File: src/rtl/alu_pkg.sv
// Shared ALU definitions: controller state encoding, add/sub mode codes, slice width.
// Pure declarations, no logic, so there is no latency or backpressure.
package alu_pkg;

   typedef enum logic [1:0] {
      ST_IDLE = 2'd0,
      ST_RUN  = 2'd1,
      ST_DONE = 2'd2
   } state_t;

   localparam logic MODE_ADD = 1'b0;
   localparam logic MODE_SUB = 1'b1;
   localparam int   NIB      = 4;

endpackage

File: src/rtl/nibble_addsub.sv
// Combinational 4-bit ripple add/subtract slice built from full adders, with zero latency.
// There is no handshake, and mode inverts b while the caller supplies cin.
module nibble_addsub
   import alu_pkg::*;
(
   input  logic [NIB-1:0] a,
   input  logic [NIB-1:0] b,
   input  logic           mode,
   input  logic           cin,
   output logic [NIB-1:0] sum,
   output logic           cout
);

   logic [NIB-1:0] bx;
   logic [NIB:0]   c;

   assign c[0] = cin;

   for (genvar i = 0; i < NIB; i++) begin : g_fa
      assign bx[i]    = b[i] ^ mode;
      assign sum[i]   = a[i] ^ bx[i] ^ c[i];
      assign c[i+1]   = (a[i] & bx[i]) | (c[i] & (a[i] ^ bx[i]));
   end

   assign cout = c[NIB];

endmodule

File: src/rtl/nibble_serial_addsub.sv
// Serial WIDTH-bit add/sub, one nibble per clock with LSB first; the result is valid NIBBLES cycles after accept.
// The result and flags are held in DONE until out_ready, and in_ready stays low until the FSM returns to IDLE.
module nibble_serial_addsub
   import alu_pkg::*;
#(
   parameter int WIDTH = 16
) (
   input  logic             clk,
   input  logic             rst_n,
   input  logic             in_valid,
   output logic             in_ready,
   input  logic [WIDTH-1:0] a,
   input  logic [WIDTH-1:0] b,
   input  logic             mode,
   output logic             out_valid,
   input  logic             out_ready,
   output logic [WIDTH-1:0] result,
   output logic             carry_out,
   output logic             overflow,
   output logic             busy
);

   localparam int NIBBLES = WIDTH / NIB;
   localparam int IDXW    = (NIBBLES > 1) ? $clog2(NIBBLES) : 1;
   localparam logic [IDXW-1:0] IDX_LAST = IDXW'(NIBBLES - 1);

   state_t           state_q, state_d;
   logic [IDXW-1:0]  idx_q, idx_d;
   logic [WIDTH-1:0] a_q, a_d, b_q, b_d, res_q, res_d;
   logic             mode_q, mode_d, carry_q, carry_d;
   logic             cout_q, cout_d, ovf_q, ovf_d;

   logic [NIB-1:0]   slice_a, slice_b, slice_sum;
   logic             slice_cout;

   assign slice_a = a_q[idx_q*NIB +: NIB];
   assign slice_b = b_q[idx_q*NIB +: NIB];

   nibble_addsub u_slice (
      .a    (slice_a),
      .b    (slice_b),
      .mode (mode_q),
      .cin  (carry_q),
      .sum  (slice_sum),
      .cout (slice_cout)
   );

   always_comb begin
      state_d = state_q;
      idx_d   = idx_q;
      a_d     = a_q;
      b_d     = b_q;
      res_d   = res_q;
      mode_d  = mode_q;
      carry_d = carry_q;
      cout_d  = cout_q;
      ovf_d   = ovf_q;
      case (state_q)
         ST_RUN: begin
            res_d[idx_q*NIB +: NIB] = slice_sum;
            carry_d                 = slice_cout;
            if (idx_q == IDX_LAST) begin
               // The MSB nibble sum bit is the result MSB, so it can be used before it is registered.
               cout_d  = slice_cout;
               ovf_d   = (a_q[WIDTH-1] ^ slice_sum[NIB-1]) &
                         ((b_q[WIDTH-1] ^ mode_q) ^ slice_sum[NIB-1]);
               state_d = ST_DONE;
            end else begin
               idx_d = idx_q + 1'b1;
            end
         end
         ST_DONE: begin
            if (out_ready) state_d = ST_IDLE;
         end
         default: begin
            state_d = ST_IDLE;
            if (in_valid) begin
               a_d     = a;
               b_d     = b;
               mode_d  = mode;
               idx_d   = '0;
               res_d   = '0;
               carry_d = (mode == MODE_SUB);
               cout_d  = 1'b0;
               ovf_d   = 1'b0;
               state_d = ST_RUN;
            end
         end
      endcase
   end

   always_ff @(posedge clk or negedge rst_n) begin
      if (!rst_n) begin
         state_q <= ST_IDLE;
         idx_q   <= '0;
         a_q     <= '0;
         b_q     <= '0;
         res_q   <= '0;
         mode_q  <= MODE_ADD;
         carry_q <= 1'b0;
         cout_q  <= 1'b0;
         ovf_q   <= 1'b0;
      end else begin
         state_q <= state_d;
         idx_q   <= idx_d;
         a_q     <= a_d;
         b_q     <= b_d;
         res_q   <= res_d;
         mode_q  <= mode_d;
         carry_q <= carry_d;
         cout_q  <= cout_d;
         ovf_q   <= ovf_d;
      end
   end

   // Handshake outputs decode the state flop directly, and the unused encoding 2'd3 reads as idle.
   assign in_ready  = (state_q != ST_RUN) && (state_q != ST_DONE);
   assign out_valid = (state_q == ST_DONE);
   assign busy      = (state_q == ST_RUN) || (state_q == ST_DONE);
   assign result    = res_q;
   assign carry_out = cout_q;
   assign overflow  = ovf_q;

endmodule

File: config.mk
export PLATFORM = sky130hd
export DESIGN_NAME = nibble_serial_addsub
export DESIGN_NICKNAME = d
export VERILOG_FILES = /design/src/rtl/alu_pkg.sv /design/src/rtl/nibble_addsub.sv /design/src/rtl/nibble_serial_addsub.sv
export SDC_FILE = /design/constraint.sdc
export NUM_CORES = 1
export LEC_CHECK = 0
export ABC_CLOCK_PERIOD_IN_PS = 4100
export CAP_MARGIN = 10
export CORE_MARGIN = 2
export CORE_UTILIZATION = 45
export DETAILED_ROUTE_END_ITERATION = 10
export DONT_BUFFER_PORTS = 1
export PLACE_DENSITY = 0.64
export SLEW_MARGIN = 5
export SYNTH_ARGS = -nofsm -noshare
export SYNTH_HDL_FRONTEND = slang
export SYNTH_SLANG_ARGS = --single-unit
File: constraint.sdc
create_clock -name clk -period 4.1 [get_ports clk]
set_input_delay 0.615 -clock clk [delete_from_list [all_inputs] [get_ports clk]]
set_output_delay 0.615 -clock clk [all_outputs]
set_load 0.02 [all_outputs]
==> impl_metrics.py <==
metrics = {
    "grt": {
        "grt_pass1_vias": 1699,
        "grt_pass1_wl_um": 8580,
        "grt_util_all_layers_pct": 17.0,
        "grt_max_degree": 57,
        "antenna_found_initial": 0,
        "grt_overflow": 0,
    },
    "yosys": {
        "yosys_warnings": 0,
        "synth_area_um2": 2750,
        "ys_seq_elements": 56,
        "syn_inst": 201,
        "synthesis.nets": 249,
        "synth_area_per_cell_um2": 13.7,
        "seq_area_frac_synth_pct": 50.9,
        "synth.distinct_cells": 38,
    },
    "hold_path": {
        "hold_class": "in -> async",
    },
    "clocking": {
        "clk_latency_ps": 310,
        "cts_made_buffers": 5,
        "cts_tree": "built",
        "path_clk_slew_ps": 100,
        "cts_resized": 0,
        "cts.sinks": 56,
        "root_buffer": "clkbuf_8",
        "clock_path_buffers": 2,
        "cts_hold_buffers": 1,
        "htree_levels": 2,
        "post-cts-setup-buffers": 0,
    },
    "placement": {
        "post-dp-hpwl_um": 3970,
        "numPortBuffers": 0,
        "gp_congestion": 0.889,
    },
    "floorplan": {
        "die_area_um2": 6760,
        "core_um2": 5920,
        "placementRows": 28,
        "die_y_um": 82.2,
        "die_w_um": 82.2,
        "io_pins": 58,
        "floorplan.initialDensity_pct": 46.5,
    },
    "timing": {
        "fmaxAchievable_mhz": 298,
        "finClkSkew_ps": 9.03,
        "tightest_slew_ps": 741,
        "final_hold_viol_count": 0,
        "max_slew_margin_pct": 50.5,
        "rsz0062_at_grt": "no",
        "fin_crit_ps": 3360,
        "setup_viol": 0,
        "final.setup.tns_ps": 0,
        "post-route-period-util_pct": 82.0,
        "final_max_slew_viol_count": 0,
    },
    "critical_path": {
        "cp.arrival_ps": 3550,
        "path_common_cell": "fa_1",
        "critical-path-max-stage-delay_ps": 560,
        "worstPathMaxFanout": 6,
        "crit_chain": "mux4_2 -> xor2_1 -> fa_1 -> fa_1 -> inv_1 -> fa_1 -> fa_1 -> and2_1 -> mux2i_1 -> o31ai_1",
        "path_class": "reg -> reg",
        "crit_slowest_cell": "mux4_2",
        "crit_buf_inv": 1,
        "cp_top_family": "adder cells",
        "cp-start-kind": "register",
        "cp_data_required_time_ps": 4290,
        "crit_path_end_kind": "register",
    },
    "routing": {
        "finalWirelength_um": 5250,
        "drtPass1Iterations": 4,
        "ant_nets": 0,
        "viasPerCell": 5.73,
        "first_iter_violations": 117,
        "vias": 1582,
        "wl_per_cell_um": 19.0,
        "drc_errors": 0,
    },
    "power": {
        "pwr-share-comb_pct": 50.1,
        "swShare_pct": 40.0,
        "clkPwrFrac_pct": 14.0,
        "leakagePower_nw": 1.25,
        "p_seq_share_pct": 35.9,
        "total_power_w": 0.00255,
        "switching_power_w": 0.00102,
        "vdd_drop_max_uv": 428,
        "power_density_nw_per_um2": 878,
        "power.internal_w": 0.00153,
    },
    "cells_and_area": {
        "num_antenna_cells": 0,
        "final_nets": 248,
        "mostFrequentLayoutCells": "56 x dfrtp_1, 33 x mux2_2, 13 x inv_1, 13 x o2bb2ai_1",
        "layout_commonest_cell": "dfrtp_1",
        "syn_to_final_growth_pct": 5.63,
        "drive_gt1_share_pct": 26.4,
        "fin_util_pct": 49.1,
    },
    "run": {
        "cap_violations": 0,
    },
    "outcome": {
        "outcome": "finished clean",
    },
}
metrics by stage:
step           setup slack (ps)  area (um^2)  instances  hold slack (ps)
4_1_cts                     717         2910        276              155
2_1_floorplan               974         2750        201              319
5_1_grt                     560         2910        276              147
3_5_place_dp                739         2770        267              322
3_3_place_gp                823         2770        267              322
6_report                    739         2910        276              149
Yosys cell counts:
master     number  area (um^2)
and3_1          1         6.26
and2b_1         1         7.51
buf_8           1         15.0
o221a_2         1         11.3
clkbuf_2        1         5.00
and4bb_2        2         25.0
o21ai_0         5         25.0
nand4_1         1         6.26
inv_1          13         48.8
ha_1            7         87.6
nor2_1          5         18.8
o2bb2ai_1      13          114
o2111ai_1       2         17.5
and2_1          1         6.26
a21o_1          4         30.0
nor2b_1         3         18.8
xnor2_1         3         26.3
buf_6           4         45.0
dfrtp_1        56         1400
mux2i_1         1         10.0
mux4_1          1         26.3
nand2_1         7         26.3
and4_1          1         8.76
nand2_2         1         6.26
mux2_2         33          372
xor2_1          2         17.5
nand2b_1        2         12.5
o21bai_1        1         7.51
a21oi_1         2         10.0
o21a_1          1         7.51
buf_2           4         20.0
a22o_1          5         43.8
a22oi_1         1         7.51
o31ai_1         2         15.0
fa_1            4         80.1
nor3_1          1         5.00
nand3_1         1         5.00
mux4_2          7          158
path summary, 6_finish.rpt:
kind	start	slack [ps]	depth (start not counted)	end
worst min register to register	a_q[7]	510	1	a_q[7]
worst max register to register	idx_q[0]	740	10	overflow
min in group clk	b[4]	450	1	b_q[4]
worst max-delay path	idx_q[0]	740	10	overflow
max in group asynchronous	rst_n	3700	1	a_q[5]
worst min-delay path	rst_n	150	1	result[1]
logic make-up (layout without fill, tap and decap cells):
kind of cell	Yosys count	in the layout	share of synthesized area (%)
compound gates	37	37	10.5
xor+xnor	5	5	1.59
fa+ha+maj	11	11	6.09
buf+inv	23	23	4.86
flops	56	56	50.9
mux	42	42	20.5
simple gates	27	27	5.54
area by class of cell:
| class | count | area (um^2) |
|---|---|---|
| Fill cell | 512 | 3010 |
| Sequential cell | 56 | 1400 |
| Multi-Input combinational cell | 122 | 1220 |
| Tap cell | 75 | 93.8 |
| Clock buffer | 6 | 72.6 |
| Inverter | 13 | 48.8 |
| Clock inverter | 2 | 38.8 |
| Timing Repair Buffer | 2 | 35.0 |
power by group through the flow:
stage                     logic, W  clock network [W]  registers, W
after floorplan            0.00103                  0      0.000849
after detailed placement   0.00127                  0      0.000936
after CTS                  0.00128           0.000371      0.000923
after global placement     0.00123                  0      0.000927
after global routing       0.00140           0.000397      0.000946
final                      0.00128           0.000358      0.000916
metal layers:
| layer | GRT usage (%) | share of wire [%] |
|---|---|---|
| met2 | 28.3 | 51 |
| met5 | 0 | 0 |
| met4 | 7.17 | 2.6 |
| met1 | 20.5 | 41 |
| met3 | 5.22 | 6.2 |
flip-flops by register name (all words and copies together), names as in the netlist:
name,cells
a_q,16
b_q,16
carry_out,1
carry_q,1
idx_q,2
mode_q,1
overflow,1
result,16
state_q,2
Power figures use the tool's default switching activity.
==> edit, RTL diff (config.mk and constraints unchanged) <==
The package constant `NIB` goes from 4 to 16.
--- a/src/rtl/alu_pkg.sv
+++ b/src/rtl/alu_pkg.sv
@@ -10,7 +10,7 @@
 
    localparam logic MODE_ADD = 1'b0;
    localparam logic MODE_SUB = 1'b1;
-   localparam int   NIB      = 4;
+   localparam int   NIB      = 16;
 
 endpackage
 
Formal check against the unedited RTL: not equivalent (Yosys sat finds a counterexample within 4 cycles, from zero or initial values and one cycle with rst_n low).
==> edit against the unedited design <==
- the run now ends with setup timing left
- utilization rose by 2.7 points
- die area grew 0.47%
- largest cell class unchanged
- power up 24%
- synthesized area increased by 0.50%
- routed wire length is 8.6% lower
- critical path depth increased by 17
- sequential cell count is 2 lower
- sequential power is 10% higher
- sequential share of layout area decreased by 4.1 points
- design area increased by 5.4%
- clock skew down 0.0029 ns
- setup slack worse by 3.2 ns
==> edit: results (changes against the unedited design) <==
Synth
  – Yosys synthesis warning count: 0 (unchanged)
  – Sequential share of the synthesized area: 48.8% (-2.1 points)
  – Compound-gate portion of the synthesized area: 4.66% (-5.8 points)
  – Distinct cells, synth: 25 (-34%)
  – Synth area leaders: dfrtp_1, mux2_4, fa_1
  – Synth top cells by count: dfrtp_1, nand2_1, mux2_4, fa_1
  – Largest area contributor in the netlist: dfrtp_1
  – Syn_nets: 261 (+4.8%)
  – Post-synthesis adder-cell area fraction: 12.5% (+6.4 points)
  – Synth Area in XOR/XNOR: 5.74% (+4.2 points)
  – Synthesized area per cell: 13.4 sq um (-1.9%)
  – Post-synthesis mux area share: 18.1% (-2.4 points)

Finish
  – Nets: 275 (+11%)
  – Layout cells sized above 1: 37.0% (+11 points)
  – ANT cells: 0 (unchanged)

STA
  – Setup violators final: 10 (+10)
  – Worst Skew: 0.00609 ns (-0.00294 ns)
  – Setup TNS: -15.06 ns (-15.06 ns)
  – Hold_ws: 0.166 ns (+0.0173 ns)
  – Final worst-path setup slack: -2.42 ns (-3.16 ns)
  – Max transition margin: 23.8% (-27 points)

CTS
  – Number of CTS-inserted buffers: 5 (unchanged)
  – Post-CTS Resized: 2 (+2)
  – Clk_lat worst skew: 0.29 ns (-0.02 ns)
  – Clock buffer depth: 2 (unchanged)
  – CTS hold repair buffers: 2 (+1)

Placed design
  – Placed cells: 286 (+7.1%)
  – Dpl hpwl: 3340 microns (-16%)
  – Placed Area: 0.00293 sq mm (+5.7%)
  – Gpl congestion: 0.720 (-19%)

Run status
  – Failing checks: setup timing
  – Run status: complete, but fails checks

Critical path
  – Worst r2r src: mode_q
  – R2r worst-path depth: 27 (+17)
  – CP Max Fanout: 3 (-3)
  – Slowest CP cell: fa_1
  – Crit path kind: flop to flop
  – CP max stage delay: 0.41 ns (-0.15 ns)
  – CP Data Arrival Time: 6.69 ns (+3.14 ns)
  – Worst r2r dst: overflow

Power
  – Pleak: 1.42 nW (+14%)
  – Max VDD drop: 0.629 mV (+47%)

Detailed routing
  – Routed via count: 1,450 (-8.3%)
  – DRT iter0 DRCs: 57 (-51%)
  – DR WL/cell: 16.3 microns (-14%)
  – Wirelength, routed: 4800 microns (-8.6%)

Global routing
  – Pin count of the biggest net entering global routing: 53 (-7.0%)
  – Global-route usage over all layers: 15.8% (-1.2 points)
  – First-pass GRT wire length: 7790 microns (-9.2%)
  – Vias in the first global route: 1,549 (-8.8%)
-- edit: cell types whose count changed in the layout (fill, tap and decap cells not counted), sizes merged, moves of 8 or more --
cell     unedited run  this run
buf                 2        15
fa                  4        16
mux4                8         0
nand2               8        33
o21ai               5        15
o2bb2ai            13         0
xor2                2        12
-- edit: metal layers --
layer  global-route usage [%]  vias up  part of all wire (%)
met5                        0        -                     0
met4                     3.50        0                  0.60
met3                     5.22        4                   7.0
met2                     26.1       36                    49
met1                     20.2      719                    43
li1                         -      691                     -
-- edit: layout make-up --
type                    instances  area [sq um]
inverters                      15          56.3
clock buffers                   6          82.6
well taps                      75          93.8
repair buffers                 16           143
multi-input cells             128          1340
flip-flops and latches         54          1350
fillers                       512          2850
-- edit: power breakdown --
group	switching, mW	internal, mW	total (mW)
clock	0.157	0.131	0.288
sequential	0.237	0.771	1.01
combinational	0.896	0.986	1.88
